File: src/rtl/instruction_encoder_pkg.sv
// Shared definitions for the instruction encoder: opcode constants, buffer
// state encoding and the field-to-instruction packing helper.
package instruction_encoder_pkg;

    localparam logic [6:0] OP_R = 7'h33;
    localparam logic [6:0] OP_I = 7'h13;
    localparam logic [6:0] OP_U = 7'h37;
    localparam logic [6:0] OP_B = 7'h63;

    typedef enum logic [1:0] {
        ST_IDLE = 2'd0,
        ST_BUSY = 2'd1,
        ST_FULL = 2'd2
    } enc_state_t;

    typedef struct packed {
        logic        legal;
        logic [31:0] instr;
    } enc_result_t;

    // Packs one field set into a 32-bit word and flags whether the opcode is
    // known and the immediate fits its format. An immediate fits when every
    // bit above the format's sign bit repeats that sign bit.
    function automatic enc_result_t encode_fields(
        input logic [6:0]  op,
        input logic [4:0]  rd,
        input logic [4:0]  rs1,
        input logic [4:0]  rs2,
        input logic [2:0]  funct3,
        input logic [6:0]  funct7,
        input logic [31:0] imm
    );
        enc_result_t res;
        res.legal = 1'b0;
        res.instr = 32'h0;
        case (op)
            OP_R: begin
                res.legal = 1'b1;
                res.instr = {funct7, rs2, rs1, funct3, rd, op};
            end
            OP_I: begin
                res.legal = (imm[31:11] == {21{imm[11]}});
                res.instr = {imm[11:0], rs1, funct3, rd, op};
            end
            OP_U: begin
                res.legal = (imm[31:19] == {13{imm[19]}});
                res.instr = {imm[19:0], rd, op};
            end
            OP_B: begin
                res.legal = !imm[0] && (imm[31:12] == {20{imm[12]}});
                res.instr = {imm[12], imm[10:5], rs2, rs1, funct3,
                             imm[4:1], imm[11], op};
            end
            default: begin
                res.legal = 1'b0;
                res.instr = 32'h0;
            end
        endcase
        return res;
    endfunction

endpackage

File: src/rtl/instruction_encoder_fifo.sv
// Synchronous FIFO holding encoded instruction/address pairs. The head entry
// is presented combinationally from the storage array.
module sync_fifo #(
    parameter int WIDTH = 64,
    parameter int DEPTH = 2,
    parameter int CW    = $clog2(DEPTH) + 1
) (
    input  logic             clk,
    input  logic             reset,
    input  logic             wr_en,
    input  logic [WIDTH-1:0] wr_data,
    input  logic             rd_en,
    output logic [WIDTH-1:0] rd_data,
    output logic [CW-1:0]    count,
    output logic             full,
    output logic             empty
);

    localparam int AW = $clog2(DEPTH);

    logic [WIDTH-1:0] mem [DEPTH];
    logic [AW-1:0]    wr_ptr;
    logic [AW-1:0]    rd_ptr;
    logic             push;
    logic             pop;

    assign full    = (count == CW'(DEPTH));
    assign empty   = (count == '0);
    assign push    = wr_en && !full;
    assign pop     = rd_en && !empty;
    assign rd_data = mem[rd_ptr];

    // Storage array; contents are don't-care until written, so no reset.
    always_ff @(posedge clk) begin
        if (push) begin
            mem[wr_ptr] <= wr_data;
        end
    end

    // Pointers and occupancy; pointers wrap naturally since DEPTH is 2^AW.
    always_ff @(posedge clk) begin
        if (reset) begin
            wr_ptr <= '0;
            rd_ptr <= '0;
            count  <= '0;
        end else begin
            if (push) begin
                wr_ptr <= wr_ptr + 1'b1;
            end
            if (pop) begin
                rd_ptr <= rd_ptr + 1'b1;
            end
            count <= count + CW'(push) - CW'(pop);
        end
    end

endmodule

File: src/rtl/instruction_encoder.sv
// Instruction encoder: validates and packs register/immediate field sets into
// 32-bit instructions, tags each with a running word address and queues the
// pair for a downstream consumer.
//
// state   | meaning
// --------+------------------------------------------
// IDLE    | buffer empty, nothing to present
// BUSY    | 1..DEPTH-1 entries, both sides open
// FULL    | DEPTH entries, input side closed
module instruction_encoder
    import instruction_encoder_pkg::*;
#(
    parameter logic [31:0] BASE_ADDR = 32'h0040_0000,
    parameter int          DEPTH     = 2
) (
    input  logic        clk,
    input  logic        reset,
    input  logic        in_valid_i,
    output logic        in_ready_o,
    input  logic [6:0]  op_i,
    input  logic [4:0]  rd_i,
    input  logic [4:0]  rs1_i,
    input  logic [4:0]  rs2_i,
    input  logic [2:0]  funct3_i,
    input  logic [6:0]  funct7_i,
    input  logic [31:0] imm_i,
    output logic        out_valid_o,
    input  logic        out_ready_i,
    output logic [31:0] instruction_o,
    output logic [31:0] address_o,
    output logic        error_o,
    output logic [7:0]  error_count_o
);

    localparam int CW = $clog2(DEPTH) + 1;

    enc_state_t  state_q;
    enc_state_t  state_d;
    enc_result_t enc;
    logic        accept;
    logic        push;
    logic        pop;
    logic [31:0] addr_q;
    logic [63:0] head;
    logic [63:0] last_q;
    logic [CW-1:0] fifo_count;
    logic [CW-1:0] count_next;
    logic        fifo_full;
    logic        fifo_empty;

    assign enc    = encode_fields(op_i, rd_i, rs1_i, rs2_i, funct3_i, funct7_i, imm_i);
    assign accept = in_valid_i && in_ready_o;
    assign push   = accept && enc.legal && !fifo_full;
    assign pop    = out_valid_o && out_ready_i;

    sync_fifo #(
        .WIDTH (64),
        .DEPTH (DEPTH),
        .CW    (CW)
    ) u_fifo (
        .clk     (clk),
        .reset   (reset),
        .wr_en   (push),
        .wr_data ({enc.instr, addr_q}),
        .rd_en   (pop),
        .rd_data (head),
        .count   (fifo_count),
        .full    (fifo_full),
        .empty   (fifo_empty)
    );

    assign count_next = fifo_count + CW'(push) - CW'(pop);

    // State register tracking buffer occupancy.
    always_ff @(posedge clk) begin
        if (reset) begin
            state_q <= ST_IDLE;
        end else begin
            state_q <= state_d;
        end
    end

    // Handshake outputs decoded from the registered state; next state from
    // the occupancy this cycle's transfers will produce.
    always_comb begin
        state_d     = state_q;
        in_ready_o  = 1'b1;
        out_valid_o = 1'b0;
        case (state_q)
            ST_IDLE: begin
                in_ready_o  = 1'b1;
                out_valid_o = 1'b0;
            end
            ST_BUSY: begin
                in_ready_o  = 1'b1;
                out_valid_o = 1'b1;
            end
            ST_FULL: begin
                in_ready_o  = 1'b0;
                out_valid_o = 1'b1;
            end
            default: begin
                in_ready_o  = 1'b0;
                out_valid_o = 1'b0;
            end
        endcase
        if (count_next == '0) begin
            state_d = ST_IDLE;
        end else if (count_next == CW'(DEPTH)) begin
            state_d = ST_FULL;
        end else begin
            state_d = ST_BUSY;
        end
    end

    // Address counter and sticky error bookkeeping.
    always_ff @(posedge clk) begin
        if (reset) begin
            addr_q        <= BASE_ADDR;
            error_o       <= 1'b0;
            error_count_o <= 8'h00;
        end else begin
            if (push) begin
                addr_q <= addr_q + 32'd4;
            end
            if (accept && !enc.legal) begin
                error_o <= 1'b1;
                if (error_count_o != 8'hFF) begin
                    error_count_o <= error_count_o + 8'd1;
                end
            end
        end
    end

    // Remember the most recent head so outputs hold steady once drained.
    always_ff @(posedge clk) begin
        if (reset) begin
            last_q <= 64'h0;
        end else if (!fifo_empty) begin
            last_q <= head;
        end
    end

    assign instruction_o = fifo_empty ? last_q[63:32] : head[63:32];
    assign address_o     = fifo_empty ? last_q[31:0]  : head[31:0];

endmodule

File: config.mk
export PLATFORM = sky130hd
export DESIGN_NAME = instruction_encoder
export DESIGN_NICKNAME = d
export VERILOG_FILES = /design/src/rtl/instruction_encoder_pkg.sv /design/src/rtl/instruction_encoder_fifo.sv /design/src/rtl/instruction_encoder.sv
export SDC_FILE = /design/constraint.sdc
export NUM_CORES = 1
export LEC_CHECK = 0
export ABC_AREA = 1
export BUFFER_PORTS_ARGS = -buffer_cell sky130_fd_sc_hd__buf_4
export CORE_MARGIN = 2
export CORE_UTILIZATION = 45
export DETAILED_ROUTE_END_ITERATION = 16
export PLACE_DENSITY = 0.71
export SLEW_MARGIN = 20
export SYNTH_ARGS = -nofsm -noshare
export SYNTH_HDL_FRONTEND = slang
export SYNTH_SLANG_ARGS = --single-unit
File: constraint.sdc
create_clock -name clk -period 5.4 [get_ports clk]
set_input_delay 0.27 -clock clk [delete_from_list [all_inputs] [get_ports clk]]
set_output_delay 0.27 -clock clk [all_outputs]
set_load 0.01 [all_outputs]
# [After elaboration in Yosys (flattened, before gate mapping)]
# Memories as Yosys holds them, arrays and structs flattened. A register that Yosys moved wholly into a read port is not among the register bits.
# Index checks and enable logic that the tools add are counted.
[totals] out_inout_bits=75 reg_bits=111 ramBits=128 word_cells=58 mem_count=1
[memory_table] name="u_fifo.mem" words=2 word_bits=64 read_ports=1 rd_clocked_by_memory_dff=1 wr=1 line_no="instruction_encoder_fifo.sv:21" rtl="logic [WIDTH-1:0] mem [DEPTH];"
[classes] mux=10 n_reduce_logical=19 add_sub_neg=8 n_eq_ne=12
[op_table] cell="$pmux 33 s4" count=1
[op_table] cell="$mux 32" count=2
[op_table] cell="$add 32x3->32 const B" count=1
[op_table] cell="$eq 20x20->1" count=1
[op_table] cell="$eq 19x19->1" count=1
[op_table] cell="$eq 7x6->1 const B" count=2
[op_table] cell="$eq 12x12->1" count=1
[op_table] cell="$add 8x1->8 const B" count=1
[op_table] cell="$logic_and 1x1->1" count=8
[op_table] cell="$ne 8x8->1 const B" count=1
[op_table] cell="$eq 7x5->1 const B" count=1
[op_table] cell="$eq 7x7->1 const B" count=1
[op_table] cell="$eq 2x2->1 const B" count=3
[op_table] cell="$logic_not 2->1" count=3
[op_table] cell="$mux 1" count=6
[op_table] cell="$reduce_or 2->1" count=3
[op_table] cell="$add 2x1->2" count=2
[op_table] cell="$logic_not 1->1" count=4
[op_table] cell="$sub 2x1->2" count=2
[op_table] cell="$add 1x1->1 const B" count=2
[op_table] cell="$eq 2x1->1 const B" count=1
[op_table] cell="$mux 2" count=1
[op_table] cell="$reduce_and 2->1" count=1

# [Longest topological paths before layout]
[depth] word_depth=10 depth_mapped=15 depth_no_buf=14

# [Hierarchy]
# A second synthesis with hierarchy kept.
[hier_totals] hier_cells=1181 area_unflattened_um2=11050.6
[by_module_without_submodules] mod="instruction_encoder" seq_area_each_um2=2102.0 instances=1 cells_per_inst=942 area_each_um2=5874.4
[by_module_without_submodules] mod="sync_fifo" seq_area_each_um2=3943.8 instances=1 cells_per_inst=239 area_each_um2=5176.2

# [Worst setup path before layout]
# No wires, ideal clock.
[synth_path] kind="input port to flip-flop" startpoint="input op_i[1]" endpoint="memory u_fifo.mem[0][10], enable pin" slack_ns=1.020 t_arrival_ns=3.898 required_time_ns=4.918 setup_ns=0.482 stages=11 path_cell_list="nand2_1 > inv_1 > nand2_2 > nor2_4 > inv_2 > nor2_4 > nand3_2 > nand3_2 > nand2_2 > buf_2 > nor2_1"
[synth_via] elab_chain_cells=7
[synth_rtl] item="from (decl)" line_no="instruction_encoder.sv:20" rtl="input logic [6:0] op_i,"
[synth_rtl] item="$eq 7x7->1, or another cell as far along" line_no="instruction_encoder_pkg.sv:36" rtl="case (op)"
[synth_rtl] item="$pmux 33 s4 (*)" line_no="instruction_encoder_pkg.sv:36"
[synth_rtl] item="$logic_and 1x1->1 (*) (2 in series)" line_no="instruction_encoder.sv:53" rtl="assign push = accept && enc.legal && !fifo_full;"
[synth_rtl] item="$logic_and 1x1->1 (*)" line_no="instruction_encoder_fifo.sv:29" rtl="assign push = wr_en && !full;"
[synth_rtl] item="$mux 1 (*)" line_no="instruction_encoder_fifo.sv:35" rtl="if (push) begin"
[synth_rtl] item="$mux 1 (implied by the code) (*)" line_no="instruction_encoder_fifo.sv:36" rtl="mem[wr_ptr] <= wr_data;"
[synth_rtl] item="to (decl)" line_no="instruction_encoder_fifo.sv:21"
# Mark *: on every way between the ends. The rest lies on a longest branch, timed or not.

# [Worst setup path after layout]
[layout_path] startpoint="register state_q[0]" endpoint="register state_q[1]"
[layout_via] elab_chain_cells=10
[layout_rtl] item="from (decl)" line_no="instruction_encoder.sv:37" rtl="enc_state_t state_q;"
[layout_rtl] item="from (signal assigned)" line_no="instruction_encoder.sv:79" rtl="state_q <= state_d;"
[layout_rtl] item="$eq 2x1->1 / $logic_not 2->1 (equally long branches)" line_no="instruction_encoder.sv:89" rtl="case (state_q)"
[layout_rtl] item="$reduce_or 2->1 (no line)"
[layout_rtl] item="$mux 1" line_no="instruction_encoder.sv:89"
[layout_rtl] item="$logic_and 1x1->1" line_no="instruction_encoder.sv:52" rtl="assign accept = in_valid_i && in_ready_o;"
[layout_rtl] item="$logic_and 1x1->1 (2 in series)" line_no="instruction_encoder.sv:53"
[layout_rtl] item="$add 2x1->2" line_no="instruction_encoder.sv:72" rtl="assign count_next = fifo_count + CW'(push) - CW'(pop);"
[layout_rtl] item="$sub 2x1->2 (*)" line_no="instruction_encoder.sv:72"
[layout_rtl] item="$eq 2x2->1 / $logic_not 2->1 (equally long branches)" line_no="instruction_encoder.sv:109, instruction_encoder.sv:107"
[layout_rtl] item="$mux 2 / $reduce_or 2->1 (equally long branches)"
# Marks and branches as above.
# A chain may end at the register's enable or synchronous reset.

==> results by group <==
Die
  • Die height: around 150 µm
  • Initial Utilization: 45.4%
  • # rows: 55
  • I/O Pins: approximately 140
  • Die ar.: 23900 µm²
  • Die Wd: between 150 and 200 µm
  • CORE AREA: 22400 µm²

STA
  • Final period utilization: around 59%
  • Headroom to the max-slew limit: 29.7%
  • Fin crit period: about 3.2 ns
  • Slew @ Worst Pin: 1.05 ns
  • Setup WS post-layout: 2.22 ns
  • Skew final: 0.0131 ns
  • Max Freq: between 0.3 and 0.4 GHz
  • Max-slew violations: 0
  • Final Hold Vio Count: 0
  • RSZ-0062 raised after global routing: false
  • Setup tns final: 0 ns
  • # setup viols final: 0

Yosys
  • Top FF cell, synth: edfxtp_1
  • Netlist Area Pre-Place: 10200 µm²
  • Syn Inst Count: 1116
  • Seq cells post-synth: around 230
  • Largest cells by area after synthesis: edfxtp_1 (37%), dfxtp_1 (21%), nand2_1 (8.5%), a21oi_1 (8.0%), nor3_1 (4.0%)
  • FFs w/ async S/R, synth: 0%
  • Unique masters post-synth: 38
  • Post-synth EDFFs: around 120
  • Area leader, netlist: edfxtp_1
  • Yosys warnings: 0
  • Post-synth top area share: a little over a third
  • Seq/Total Area, Yosys: between 50 and 60%
  • Mean post-synth cell area: approximately 9.1 µm²

Setup path
  • Critical path type: reg2reg
  • Worst path max stage delay: between 0.5 and 0.6 ns
  • R2r setup slk: between 2 and 2.5 ns
  • Crit-path most repeated cell: ha_1
  • Slowest stage cell on the critical path: clkinv_2
  • Reg2reg end: state_q[1]
  • CP required: 5.77 ns
  • Reg-to-Reg Start: state_q[0]
  • Arr. time, crit path: between 3 and 4 ns
  • Buf/Inv on CP: 2
  • Startpoint types: flip-flop
  • Cell depth of the worst flop-to-flop path: 11
  • Setup crit end kind: flip-flop
  • CP Cell Sequence: inv_1 > ha_1 > or2_2 > nand2_1 > a21oi_1 > nand2_2 > clkinv_2 > ha_1 > xnor2_1 > xor2_1 > nor3_1
  • CP max FO: 34
  • Critical path's top delay family: simple AND/OR/NAND/NOR gates

Detailed routing
  • Post-route ant nets: 0
  • Routed WL: ~25000 µm
  • Drt pass-1 iters: 4
  • Vias: approximately 8000
  • Routed wire per std cell: between 15 and 20 µm
  • Via density: between 5 and 6
  • DRC viols: 0
  • Starting DRC count in detailed routing: about 660

Job
  • Max-cap violation count: 0

CTS
  • Clk buf depth: 3
  • Inserted Clock Buffers: 23
  • CTS sink count: ~230
  • Worst-skew pair later-pin latency: approximately 0.5 ns
  • CTS clock-pin slew for the worst setup and hold paths: 0.06 ns
  • H-tree levels: 1
  • Clk root buf: clkbuf_16
  • Post-CTS Hold Buffers: 0
  • Post-CTS Setup Bufs: 0
  • CTS resizes: 0
  • CTS tree: built

Layout
  • Layout cells sized above 1: between 15 and 20%
  • Nets: 1311
  • Sequential cell area: ~6000 µm²
  • Area of the multi-input gates: 3820 µm²
  • FILL cells: a little under 2000
  • Most common cell after layout, fill and taps aside: nand2_1
  • Highest-count cells in the layout ignoring fill and taps: nand2_1 (232), a21oi_1 (163), buf_4 (145)
  • Ant diodes: 0
  • P&R area growth vs syn: 19.9%

Global routing
  • Initial antenna violation count: 0
  • Pin count of the biggest net entering global routing: 73
  • First-pass GRT wire length: about 41000 µm
  • Vias in the first global route: a little over 8000
  • Overall Global Routing Usage: 21.2%
  • Gr ovfl total: 0

Min path
  • Hold Path Sink: u_fifo.mem[1][42]
  • Worst hold path class: in2reg
  • Cell depth of the worst hold path: 3
  • Hold path startpoint: rd_i[3]

Power and ir drop
  • Total power density per cell area: a little under 300 nW/µm²
  • Maximum VDD drop: just under 0.0002 V
  • Leak pwr: around 5.0 nW

Place
  • Pre-CTS setup slack: roughly 2.0 ns
  • Post-DP HPWL: 16600 µm
  • IO buf count: 140
  • RePlAce Congestion: between 0.9 and 1

Status
  • Status: completed
## state kept, by name, indices dropped and copies added, names as in the netlist, named ones only
name	cells
error_count_o	8
error_o	1
u_fifo.mem	124
last_q	62
u_fifo.count	2
state_q	2
u_fifo.wr_ptr	1
addr_q	30
u_fifo.rd_ptr	1
## routing by layer
layer	track usage [%]	vias to the layer above	part of all wire, %
met3	2.83	37	4.9
li1	-	4013	-
met5	0	-	0
met4	4.72	0	1.7
met1	29.5	3903	46
met2	35.4	216	47
## cell usage after synthesis (4+ instances only)
cell type / count
nand2_1: 232
a21oi_1: 163
edfxtp_1: 124
dfxtp_1: 108
nor3_1: 82
nor2_1: 69
inv_1: 66
and2_1: 63
clkbuf_1: 46
o21ai_0: 35
nand3_1: 30
xor2_1: 22
xnor2_1: 10
ha_1: 8
nand4_1: 8
o221ai_1: 8
buf_2: 4
## worst min-delay path: stages
cell and delay (ns):
buf_4 0.08, nand2_1 0.04, o21ai_0 0.09
## layout make-up
type                       instances  share of cell area (%)
multi-input combinational        760                    31.3
clock buffer                      33                    5.18
tap                              285                    2.92
inverter                          71                    2.21
clock inverter                     8                   0.942
timing repair buffer             147                    9.24
sequential                       232                    48.2
## worst max-delay path by stage
stage | start | to | slack [ns] | depth (start not counted)
6_report | state_q[0] | state_q[1] | 2.22 | 11
5_1_grt | state_q[0] | state_q[1] | 1.89 | 11
4_1_cts | state_q[0] | state_q[1] | 2.19 | 11
3_5_place_dp | op_i[1] | state_q[1] | 2.00 | 13
3_3_place_gp | op_i[3] | u_fifo.mem[1][15] | 2.16 | 11
2_1_floorplan | op_i[1] | u_fifo.mem[0][10] | 1.02 | 11
## metrics by stage
stage	cells	hold WS [ns]	area [µm²]	power [mW]	util, %
6_report	1536	0.117	12200	3.57	54.5
4_1_cts	1536	0.0982	12200	3.60	54.5
5_1_grt	1536	0.115	12200	3.68	54.5
3_5_place_dp	1495	0.458	11500	2.01	51.1
2_1_floorplan	1119	0.426	10200	1.94	-
3_3_place_gp	1495	0.435	11500	2.01	51.1
## power by group
group	switching [mW]	internal (mW)	leakage [nW]
combinational	0.0691	0.0559	2.50
sequential	0.00340	1.85	2.13
clock	0.639	0.956	0.361
total	0.711	2.86	5.00
## logic make-up (layout without fill, tap and decap cells)
family	Yosys count	after routing	synth area share (%)
other	1	4	0.0368
XOR/XNOR	32	32	2.75
AO/OA/AOI/OAI	213	213	11.0
buffers and inverters	127	259	5.04
AND/OR/NAND/NOR	503	503	22.5
adder cells (fa/ha/maj)	8	8	0.983
flip-flops	232	232	57.8
(Power assumes the default switching activity.)
